File: src/rtl/alu_arbiter_if.sv
// ============================================================================
// alu_arbiter_if : two requester ports plus the shared ALU port of alu_arbiter
// Revision 1.0
// ============================================================================
`default_nettype none

interface alu_arbiter_if;
    logic        i_r0_req;
    logic        i_r1_req;
    logic        o_r0_gnt;
    logic        o_r1_gnt;
    logic        o_r0_revoked;
    logic        o_r1_revoked;

    logic [1:0]  i_r0_input_op;
    logic        i_r0_data_valid;
    logic [31:0] i_r0_data;
    logic [1:0]  i_r0_output_op;
    logic        i_r0_result_empty;
    logic        o_r0_result_valid;
    logic [31:0] o_r0_result;
    logic [4:0]  o_r0_result_flags;

    logic [1:0]  i_r1_input_op;
    logic        i_r1_data_valid;
    logic [31:0] i_r1_data;
    logic [1:0]  i_r1_output_op;
    logic        i_r1_result_empty;
    logic        o_r1_result_valid;
    logic [31:0] o_r1_result;
    logic [4:0]  o_r1_result_flags;

    logic [1:0]  o_alu_input_op;
    logic        o_alu_data_valid;
    logic [31:0] o_alu_data;
    logic [1:0]  o_alu_output_op;
    logic        o_alu_result_empty;
    logic        i_alu_result_valid;
    logic [31:0] i_alu_result;
    logic [4:0]  i_alu_result_flags;

    modport slave (
        input  i_r0_req, i_r1_req,
        input  i_r0_input_op, i_r0_data_valid, i_r0_data, i_r0_output_op, i_r0_result_empty,
        input  i_r1_input_op, i_r1_data_valid, i_r1_data, i_r1_output_op, i_r1_result_empty,
        input  i_alu_result_valid, i_alu_result, i_alu_result_flags,
        output o_r0_gnt, o_r1_gnt, o_r0_revoked, o_r1_revoked,
        output o_r0_result_valid, o_r0_result, o_r0_result_flags,
        output o_r1_result_valid, o_r1_result, o_r1_result_flags,
        output o_alu_input_op, o_alu_data_valid, o_alu_data, o_alu_output_op, o_alu_result_empty
    );

    modport master (
        output i_r0_req, i_r1_req,
        output i_r0_input_op, i_r0_data_valid, i_r0_data, i_r0_output_op, i_r0_result_empty,
        output i_r1_input_op, i_r1_data_valid, i_r1_data, i_r1_output_op, i_r1_result_empty,
        output i_alu_result_valid, i_alu_result, i_alu_result_flags,
        input  o_r0_gnt, o_r1_gnt, o_r0_revoked, o_r1_revoked,
        input  o_r0_result_valid, o_r0_result, o_r0_result_flags,
        input  o_r1_result_valid, o_r1_result, o_r1_result_flags,
        input  o_alu_input_op, o_alu_data_valid, o_alu_data, o_alu_output_op, o_alu_result_empty
    );
endinterface

`default_nettype wire

File: src/rtl/alu_arbiter.sv
// ============================================================================
// alu_arbiter : round-robin transaction-level arbiter sharing one ALU between
// two requesters. Optional hold timeout enabled by macro ALU_ARB_TIMEOUT_EN.
// Revision 1.0
// ============================================================================
`default_nettype none

module alu_arbiter #(
    parameter int MAX_HOLD = 64
) (
    input  wire logic     i_clk,
    input  wire logic     i_rst_n,
    alu_arbiter_if.slave  bus
);

    if (MAX_HOLD < 2 || MAX_HOLD > 65535) begin : g_bad_max_hold
        $error("alu_arbiter: MAX_HOLD must be in 2..65535");
    end

    typedef enum logic [1:0] {
        IDLE = 2'd0,
        OWN0 = 2'd1,
        OWN1 = 2'd2
    } state_t;

    state_t r_state;
    logic   r_last;
    logic   r_gnt0;
    logic   r_gnt1;
    logic   w_req0;
    logic   w_req1;

`ifdef ALU_ARB_TIMEOUT_EN
    localparam int HOLD_W = $clog2(MAX_HOLD + 1);

    logic [HOLD_W-1:0] r_hold;
    logic              r_blk0;
    logic              r_blk1;
    logic              r_revoked0;
    logic              r_revoked1;
    logic              w_hold_max;

    // A revoked port stays out of arbitration until it has released its request
    assign w_req0     = bus.i_r0_req & ~r_blk0;
    assign w_req1     = bus.i_r1_req & ~r_blk1;
    assign w_hold_max = (r_hold == HOLD_W'(MAX_HOLD - 1));
`else
    assign w_req0 = bus.i_r0_req;
    assign w_req1 = bus.i_r1_req;
`endif

    always_ff @(posedge i_clk or negedge i_rst_n) begin
        if (!i_rst_n) begin
            r_state    <= IDLE;
            r_last     <= 1'b1;
            r_gnt0     <= 1'b0;
            r_gnt1     <= 1'b0;
`ifdef ALU_ARB_TIMEOUT_EN
            r_hold     <= '0;
            r_blk0     <= 1'b0;
            r_blk1     <= 1'b0;
            r_revoked0 <= 1'b0;
            r_revoked1 <= 1'b0;
`endif
        end else begin
`ifdef ALU_ARB_TIMEOUT_EN
            r_revoked0 <= 1'b0;
            r_revoked1 <= 1'b0;
            if (!bus.i_r0_req) r_blk0 <= 1'b0;
            if (!bus.i_r1_req) r_blk1 <= 1'b0;
`endif
            case (r_state)
                IDLE: begin
`ifdef ALU_ARB_TIMEOUT_EN
                    r_hold <= '0;
`endif
                    if (w_req0 && (!w_req1 || r_last)) begin
                        r_state <= OWN0;
                        r_last  <= 1'b0;
                        r_gnt0  <= 1'b1;
                    end else if (w_req1) begin
                        r_state <= OWN1;
                        r_last  <= 1'b1;
                        r_gnt1  <= 1'b1;
                    end
                end
                OWN0: begin
                    if (!bus.i_r0_req) begin
                        r_state <= IDLE;
                        r_gnt0  <= 1'b0;
                    end
`ifdef ALU_ARB_TIMEOUT_EN
                    else if (w_hold_max && w_req1) begin
                        r_state    <= IDLE;
                        r_gnt0     <= 1'b0;
                        r_revoked0 <= 1'b1;
                        r_blk0     <= 1'b1;
                    end else if (!w_hold_max) begin
                        r_hold <= r_hold + HOLD_W'(1);
                    end
`endif
                end
                OWN1: begin
                    if (!bus.i_r1_req) begin
                        r_state <= IDLE;
                        r_gnt1  <= 1'b0;
                    end
`ifdef ALU_ARB_TIMEOUT_EN
                    else if (w_hold_max && w_req0) begin
                        r_state    <= IDLE;
                        r_gnt1     <= 1'b0;
                        r_revoked1 <= 1'b1;
                        r_blk1     <= 1'b1;
                    end else if (!w_hold_max) begin
                        r_hold <= r_hold + HOLD_W'(1);
                    end
`endif
                end
                default: begin
                    r_state <= IDLE;
                    r_gnt0  <= 1'b0;
                    r_gnt1  <= 1'b0;
                end
            endcase
        end
    end

    logic [1:0]  w_alu_input_op;
    logic        w_alu_data_valid;
    logic [31:0] w_alu_data;
    logic [1:0]  w_alu_output_op;
    logic        w_alu_result_empty;

    // Owner whose request is low already sees a zeroed mux in its release cycle
    always_comb begin
        w_alu_input_op     = 2'b00;
        w_alu_data_valid   = 1'b0;
        w_alu_data         = 32'h0;
        w_alu_output_op    = 2'b00;
        w_alu_result_empty = 1'b0;
        if (r_state == OWN0 && bus.i_r0_req) begin
            w_alu_input_op     = bus.i_r0_input_op;
            w_alu_data_valid   = bus.i_r0_data_valid;
            w_alu_data         = bus.i_r0_data;
            w_alu_output_op    = bus.i_r0_output_op;
            w_alu_result_empty = bus.i_r0_result_empty;
        end else if (r_state == OWN1 && bus.i_r1_req) begin
            w_alu_input_op     = bus.i_r1_input_op;
            w_alu_data_valid   = bus.i_r1_data_valid;
            w_alu_data         = bus.i_r1_data;
            w_alu_output_op    = bus.i_r1_output_op;
            w_alu_result_empty = bus.i_r1_result_empty;
        end
    end

    assign bus.o_alu_input_op     = w_alu_input_op;
    assign bus.o_alu_data_valid   = w_alu_data_valid;
    assign bus.o_alu_data         = w_alu_data;
    assign bus.o_alu_output_op    = w_alu_output_op;
    assign bus.o_alu_result_empty = w_alu_result_empty;

    assign bus.o_r0_gnt          = r_gnt0;
    assign bus.o_r1_gnt          = r_gnt1;
    assign bus.o_r0_result_valid = bus.i_alu_result_valid & r_gnt0;
    assign bus.o_r1_result_valid = bus.i_alu_result_valid & r_gnt1;
    assign bus.o_r0_result       = bus.i_alu_result;
    assign bus.o_r1_result       = bus.i_alu_result;
    assign bus.o_r0_result_flags = bus.i_alu_result_flags;
    assign bus.o_r1_result_flags = bus.i_alu_result_flags;

`ifdef ALU_ARB_TIMEOUT_EN
    assign bus.o_r0_revoked = r_revoked0;
    assign bus.o_r1_revoked = r_revoked1;
`else
    assign bus.o_r0_revoked = 1'b0;
    assign bus.o_r1_revoked = 1'b0;
`endif

endmodule

`default_nettype wire

File: src/flat_wrapper.sv
// flat-port wrapper written by rule: the top's interface ports become plain ports
module alu_arbiter_flat 
#(
    parameter int MAX_HOLD = 64
)
  (i_clk, i_rst_n, bus_i_r0_req, bus_i_r1_req, bus_i_r0_input_op, bus_i_r0_data_valid, bus_i_r0_data, bus_i_r0_output_op, bus_i_r0_result_empty, bus_i_r1_input_op, bus_i_r1_data_valid, bus_i_r1_data, bus_i_r1_output_op, bus_i_r1_result_empty, bus_i_alu_result_valid, bus_i_alu_result, bus_i_alu_result_flags, bus_o_r0_gnt, bus_o_r1_gnt, bus_o_r0_revoked, bus_o_r1_revoked, bus_o_r0_result_valid, bus_o_r0_result, bus_o_r0_result_flags, bus_o_r1_result_valid, bus_o_r1_result, bus_o_r1_result_flags, bus_o_alu_input_op, bus_o_alu_data_valid, bus_o_alu_data, bus_o_alu_output_op, bus_o_alu_result_empty);
  alu_arbiter_if bus_i ();
  input  wire logic i_clk;
  input  wire logic i_rst_n;
  input wire logic [$bits(bus_i.i_r0_req)-1:0] bus_i_r0_req;
  input wire logic [$bits(bus_i.i_r1_req)-1:0] bus_i_r1_req;
  input wire logic [$bits(bus_i.i_r0_input_op)-1:0] bus_i_r0_input_op;
  input wire logic [$bits(bus_i.i_r0_data_valid)-1:0] bus_i_r0_data_valid;
  input wire logic [$bits(bus_i.i_r0_data)-1:0] bus_i_r0_data;
  input wire logic [$bits(bus_i.i_r0_output_op)-1:0] bus_i_r0_output_op;
  input wire logic [$bits(bus_i.i_r0_result_empty)-1:0] bus_i_r0_result_empty;
  input wire logic [$bits(bus_i.i_r1_input_op)-1:0] bus_i_r1_input_op;
  input wire logic [$bits(bus_i.i_r1_data_valid)-1:0] bus_i_r1_data_valid;
  input wire logic [$bits(bus_i.i_r1_data)-1:0] bus_i_r1_data;
  input wire logic [$bits(bus_i.i_r1_output_op)-1:0] bus_i_r1_output_op;
  input wire logic [$bits(bus_i.i_r1_result_empty)-1:0] bus_i_r1_result_empty;
  input wire logic [$bits(bus_i.i_alu_result_valid)-1:0] bus_i_alu_result_valid;
  input wire logic [$bits(bus_i.i_alu_result)-1:0] bus_i_alu_result;
  input wire logic [$bits(bus_i.i_alu_result_flags)-1:0] bus_i_alu_result_flags;
  output wire logic [$bits(bus_i.o_r0_gnt)-1:0] bus_o_r0_gnt;
  output wire logic [$bits(bus_i.o_r1_gnt)-1:0] bus_o_r1_gnt;
  output wire logic [$bits(bus_i.o_r0_revoked)-1:0] bus_o_r0_revoked;
  output wire logic [$bits(bus_i.o_r1_revoked)-1:0] bus_o_r1_revoked;
  output wire logic [$bits(bus_i.o_r0_result_valid)-1:0] bus_o_r0_result_valid;
  output wire logic [$bits(bus_i.o_r0_result)-1:0] bus_o_r0_result;
  output wire logic [$bits(bus_i.o_r0_result_flags)-1:0] bus_o_r0_result_flags;
  output wire logic [$bits(bus_i.o_r1_result_valid)-1:0] bus_o_r1_result_valid;
  output wire logic [$bits(bus_i.o_r1_result)-1:0] bus_o_r1_result;
  output wire logic [$bits(bus_i.o_r1_result_flags)-1:0] bus_o_r1_result_flags;
  output wire logic [$bits(bus_i.o_alu_input_op)-1:0] bus_o_alu_input_op;
  output wire logic [$bits(bus_i.o_alu_data_valid)-1:0] bus_o_alu_data_valid;
  output wire logic [$bits(bus_i.o_alu_data)-1:0] bus_o_alu_data;
  output wire logic [$bits(bus_i.o_alu_output_op)-1:0] bus_o_alu_output_op;
  output wire logic [$bits(bus_i.o_alu_result_empty)-1:0] bus_o_alu_result_empty;
  assign bus_i.i_r0_req = bus_i_r0_req;
  assign bus_i.i_r1_req = bus_i_r1_req;
  assign bus_i.i_r0_input_op = bus_i_r0_input_op;
  assign bus_i.i_r0_data_valid = bus_i_r0_data_valid;
  assign bus_i.i_r0_data = bus_i_r0_data;
  assign bus_i.i_r0_output_op = bus_i_r0_output_op;
  assign bus_i.i_r0_result_empty = bus_i_r0_result_empty;
  assign bus_i.i_r1_input_op = bus_i_r1_input_op;
  assign bus_i.i_r1_data_valid = bus_i_r1_data_valid;
  assign bus_i.i_r1_data = bus_i_r1_data;
  assign bus_i.i_r1_output_op = bus_i_r1_output_op;
  assign bus_i.i_r1_result_empty = bus_i_r1_result_empty;
  assign bus_i.i_alu_result_valid = bus_i_alu_result_valid;
  assign bus_i.i_alu_result = bus_i_alu_result;
  assign bus_i.i_alu_result_flags = bus_i_alu_result_flags;
  assign bus_o_r0_gnt = bus_i.o_r0_gnt;
  assign bus_o_r1_gnt = bus_i.o_r1_gnt;
  assign bus_o_r0_revoked = bus_i.o_r0_revoked;
  assign bus_o_r1_revoked = bus_i.o_r1_revoked;
  assign bus_o_r0_result_valid = bus_i.o_r0_result_valid;
  assign bus_o_r0_result = bus_i.o_r0_result;
  assign bus_o_r0_result_flags = bus_i.o_r0_result_flags;
  assign bus_o_r1_result_valid = bus_i.o_r1_result_valid;
  assign bus_o_r1_result = bus_i.o_r1_result;
  assign bus_o_r1_result_flags = bus_i.o_r1_result_flags;
  assign bus_o_alu_input_op = bus_i.o_alu_input_op;
  assign bus_o_alu_data_valid = bus_i.o_alu_data_valid;
  assign bus_o_alu_data = bus_i.o_alu_data;
  assign bus_o_alu_output_op = bus_i.o_alu_output_op;
  assign bus_o_alu_result_empty = bus_i.o_alu_result_empty;
  alu_arbiter #(.MAX_HOLD(MAX_HOLD)) u_core (.i_clk(i_clk), .i_rst_n(i_rst_n), .bus(bus_i));
endmodule
File: config.mk
export PLATFORM = sky130hd
export DESIGN_NAME = alu_arbiter_flat
export DESIGN_NICKNAME = d
export VERILOG_FILES = /design/src/rtl/alu_arbiter_if.sv /design/src/rtl/alu_arbiter.sv /design/src/flat_wrapper.sv
export SDC_FILE = /design/constraint.sdc
export NUM_CORES = 1
export LEC_CHECK = 0
export BUFFER_PORTS_ARGS = -buffer_cell sky130_fd_sc_hd__clkbuf_2
export CORE_AREA = 2 2 91 93
export CTS_BUF_LIST = sky130_fd_sc_hd__clkbuf_8
export CTS_CLUSTER_DIAMETER = 200
export DETAILED_ROUTE_END_ITERATION = 7
export DIE_AREA = 0 0 93 95
export GPL_TIMING_DRIVEN = 0
export PLACE_DENSITY = 0.72
export SLEW_MARGIN = 30
export SYNTH_ARGS = -nofsm -noshare
export SYNTH_HDL_FRONTEND = slang
export SYNTH_SLANG_ARGS = --single-unit
File: constraint.sdc
create_clock -name i_clk -period 1.06 [get_ports i_clk]
set_input_delay 0.159 -clock i_clk [delete_from_list [all_inputs] [get_ports i_clk]]
set_output_delay 0.159 -clock i_clk [all_outputs]
set_load 0.02 [all_outputs]
==> flow_summary_export.csv <==
group,metric,value,unit
status,outcome,"complete, but fails checks",
status,violations,"negative setup slack",
placed_design,port_buffers,196,
placed_design,hpwlAfterDp,5430,µm
worst_setup_path,critPathMaxFanout,9,
cells_and_area,diodes,0,
cells_and_area,fillers,738,
floorplan,top_level_ports,236,
clocking,cts.sinks,5,
floorplan,die-area,8840,µm²
worst_setup_path,path_cells,"nand2b_4 > buf_12 > buf_12 > o22ai_4 > buf_8",
route,ant_nets,0,
route,dr.pass1.iters,4,
sta,hold_violations,0,
power_and_ir_drop,power.leakage,1.94,nW
global_route,grt_pass1_wl,9630,µm
route,via_count,2291,
route,viasPerCell,4.16,
synth,synth_cells,232,
synth,syn_area_per_cell,6.93,µm²
synth,synth_fa_ha_area_frac,0,
synth,synth.top_cell.area_share,0.369,
cells_and_area,nets,565,
cells_and_area,seq_area,126,µm²
sta,grt_setup_unrepaired,"true",
synth,synthXorXnorAreaFrac,0,
floorplan,dieHeight,95,µm
synth,synthDistinctLibCells,23,
worst_setup_path,cp_common_cell,"buf_12",
power_and_ir_drop,clockPowerShare,0.080,
power_and_ir_drop,power_density,1090,nW/µm²
run,maxCapViolCount,0,
power_and_ir_drop,p_sw_frac,0.458,
worst_setup_path,cpPeakStageDelay,400,ps
clocking,worstSkewPairLatency,220,ps
clocking,htreeDepth,1,
sta,period_minus_slack,1570,ps
clocking,clock_tree.buffer_depth,2,
hold_path,holdCritPathClass,"primary input to register",
floorplan,start_util,0.203,
sta,fmax,639,MHz
sta,setup_viol,42,
power_and_ir_drop,vdd_drop_max,1.16,mV
cells_and_area,drive_above_1_share,0.854,
power_and_ir_drop,p_total,0.00436,W
power_and_ir_drop,p_int,0.00236,W
clocking,path_clk_slew,40,ps
floorplan,dieWidth,93,µm
global_route,grt_max_degree,11,
synth,ys_seq_area_frac,0.0786,
route,drt_iter0_drc,19,
worst_setup_path,crit_required,900,ps
route,drc,0,
synth,synth_warnings,0,
synth,syn_area,1610,µm²
cells_and_area,utilization,0.504,
synth,synth_top_family_by_area,"buffers and inverters",
synth,muxShareOfSynthArea,0,
worst_setup_path,start_kind,"register",
sta,holdWs,212,ps
worst_setup_path,critPathArrivalTime,1410,ps
floorplan,design.core.area,7930,µm²
route,wire_per_inst,12.7,µm
floorplan,rows,33,
sta,setup_ws,-506,ps
worst_setup_path,worstSetupPathType,"register to output port",
global_route,grt_util_all_layers,0.135,
cells_and_area,multi_input_area,1310,µm²
global_route,grt_pass1_vias,2113,
clocking,cts_root_buf,"clkbuf_8",
synth,post_synth_and_or_nand_nor_area_fraction,0.207,
synth,synth_seq_cells,5,
global_route,grt_antenna_before_repair,0,
sta,drv_slew,0,
power_and_ir_drop,p_switching,0.00200,W
worst_setup_path,critPathCaptureType,"output port",
global_route,grt_overflow,0,
synth,synth-compound-area-share,0.258,
synth,synthTopCellsByArea,"buf_4 37%, nand2_1 18%, o22ai_2 16%",
cells_and_area,area_growth_syn_to_layout,149,%
power_and_ir_drop,power_frac_seq,0.084,
clocking,cts_buffers,3,
sta,final.period_utilization,1.48,
clocking,cts_tree,"built",
synth,synth_top_cell_by_area,"buf_4",
power_and_ir_drop,combPwrFrac,0.837,
route,wl,7010,µm
placed_design,gp_congestion,0.740,
worst_setup_path,slowest_stage,"dfrtp_1",
sta,final.setup_skew,2.50,ps
synth_stat cells:
cell and instances:
a31oi_1 1, a21oi_1 2, o21ai_0 1, o22ai_1 18, nand2b_1 3, o31ai_1 1
buf_8 3, dfstp_2 1, a21o_1 1, a21boi_0 1, dfrtp_1 4, nor2_1 2
and2_1 2, and2_4 1, o2bb2ai_1 1, clkbuf_1 1, buf_6 4, nand2_1 76
conb_1 1, buf_2 7, inv_1 2, o22ai_2 20, buf_4 79
path summary, 6_finish.rpt:
path | depth (start not counted) | to | startpoint | slack (ps)
worst max-delay path | 5 | bus_o_alu_data[28] | u_core.r_state[0] | -510
worst min-delay path | 2 | u_core.r_state[1] | bus_i_r0_req | 210
worst max register to register | 6 | u_core.bus.o_r1_gnt | u_core.r_state[0] | -160
worst min register to register | 2 | u_core.r_last | u_core.r_last | 540
max in group asynchronous | 2 | u_core.r_last | i_rst_n | 550
min in group asynchronous | 2 | u_core.bus.o_r1_gnt | i_rst_n | 290
stage by stage:
stage	setup slack (ps)	instances	TNS, ps	instance area (µm²)
floorplan	-113	233	-4240	2070
global placement	-371	534	-11680	3180
detailed placement	-370	534	-12280	3180
CTS	-536	541	-20020	3640
global route	-550	551	-21010	4000
finish	-506	551	-18780	4000
cell usage in the layout, fill, tap and decap left out, drive strengths merged, types with 2 or more instances in the layout:
cell type  synthesis  layout
dfrtp              4       4
nand2             76      76
inv                2       3
buf               93     141
and2               3       3
nand2b             3       3
nor2               2       2
o22ai             38      38
clkbuf             1     164
a21oi              2       2
conb               1       2
layout make-up:
type | count | area share
inverter | 2 | 0.00188
tap | 105 | 0.0329
buffer | 94 | 0.210
clock inverter | 1 | 0.000939
sequential | 5 | 0.0316
multi-input combinational | 132 | 0.328
clock buffer | 3 | 0.0103
timing repair buffer | 209 | 0.384
critical path: cells and delay by family (launching register included):
kind                   cells  cell delay (ps)
and+or+nand+nor            1              160
DFF                        1              400
AOI/OAI and AO/OA          1              180
buffers and inverters      3              430
power groups by stage:
stage | combinational, W | sequential (W) | clock [W]
final | 0.00365 | 0.000365 | 0.000347
after CTS | 0.00315 | 0.000345 | 0.000353
after global placement | 0.00276 | 0.000344 | 0
after detailed placement | 0.00279 | 0.000343 | 0
after floorplan | 0.00207 | 0.000374 | 0
after global routing | 0.00386 | 0.000375 | 0.000372
metal layers:
layer | global-route usage | part of all wire | vias up
li1 | - | - | 1119
met1 | 0.151 | 0.33 | 1046
met2 | 0.269 | 0.59 | 116
met3 | 0.0128 | 0.064 | 10
met4 | 0.0343 | 0.015 | 0
met5 | 0 | 0 | -
kinds of logic (layout without fill, tap and decap cells):
family          Yosys count  after routing
compound gates           46             46
buf+inv                  96            309
flops                     5              5
other cells               1              2
simple gates             84             84
sequential cells by signal (all words and copies together) (netlist names):
name and flops:
u_core.r_last 1, u_core.bus.o_r0_gnt 1, u_core.bus.o_r1_gnt 1, u_core.r_state 2
repair_timing:
action,4_1_cts,5_1_grt
pin swaps,3,33
endpoints found under the hold margin,5,0
setup buffers,2,7
cloned,0,3
hold buffers,1,0
endpoints found under the setup margin,42,44
resized for setup,95,90
Note: power is estimated with default switching activity, not from simulation.
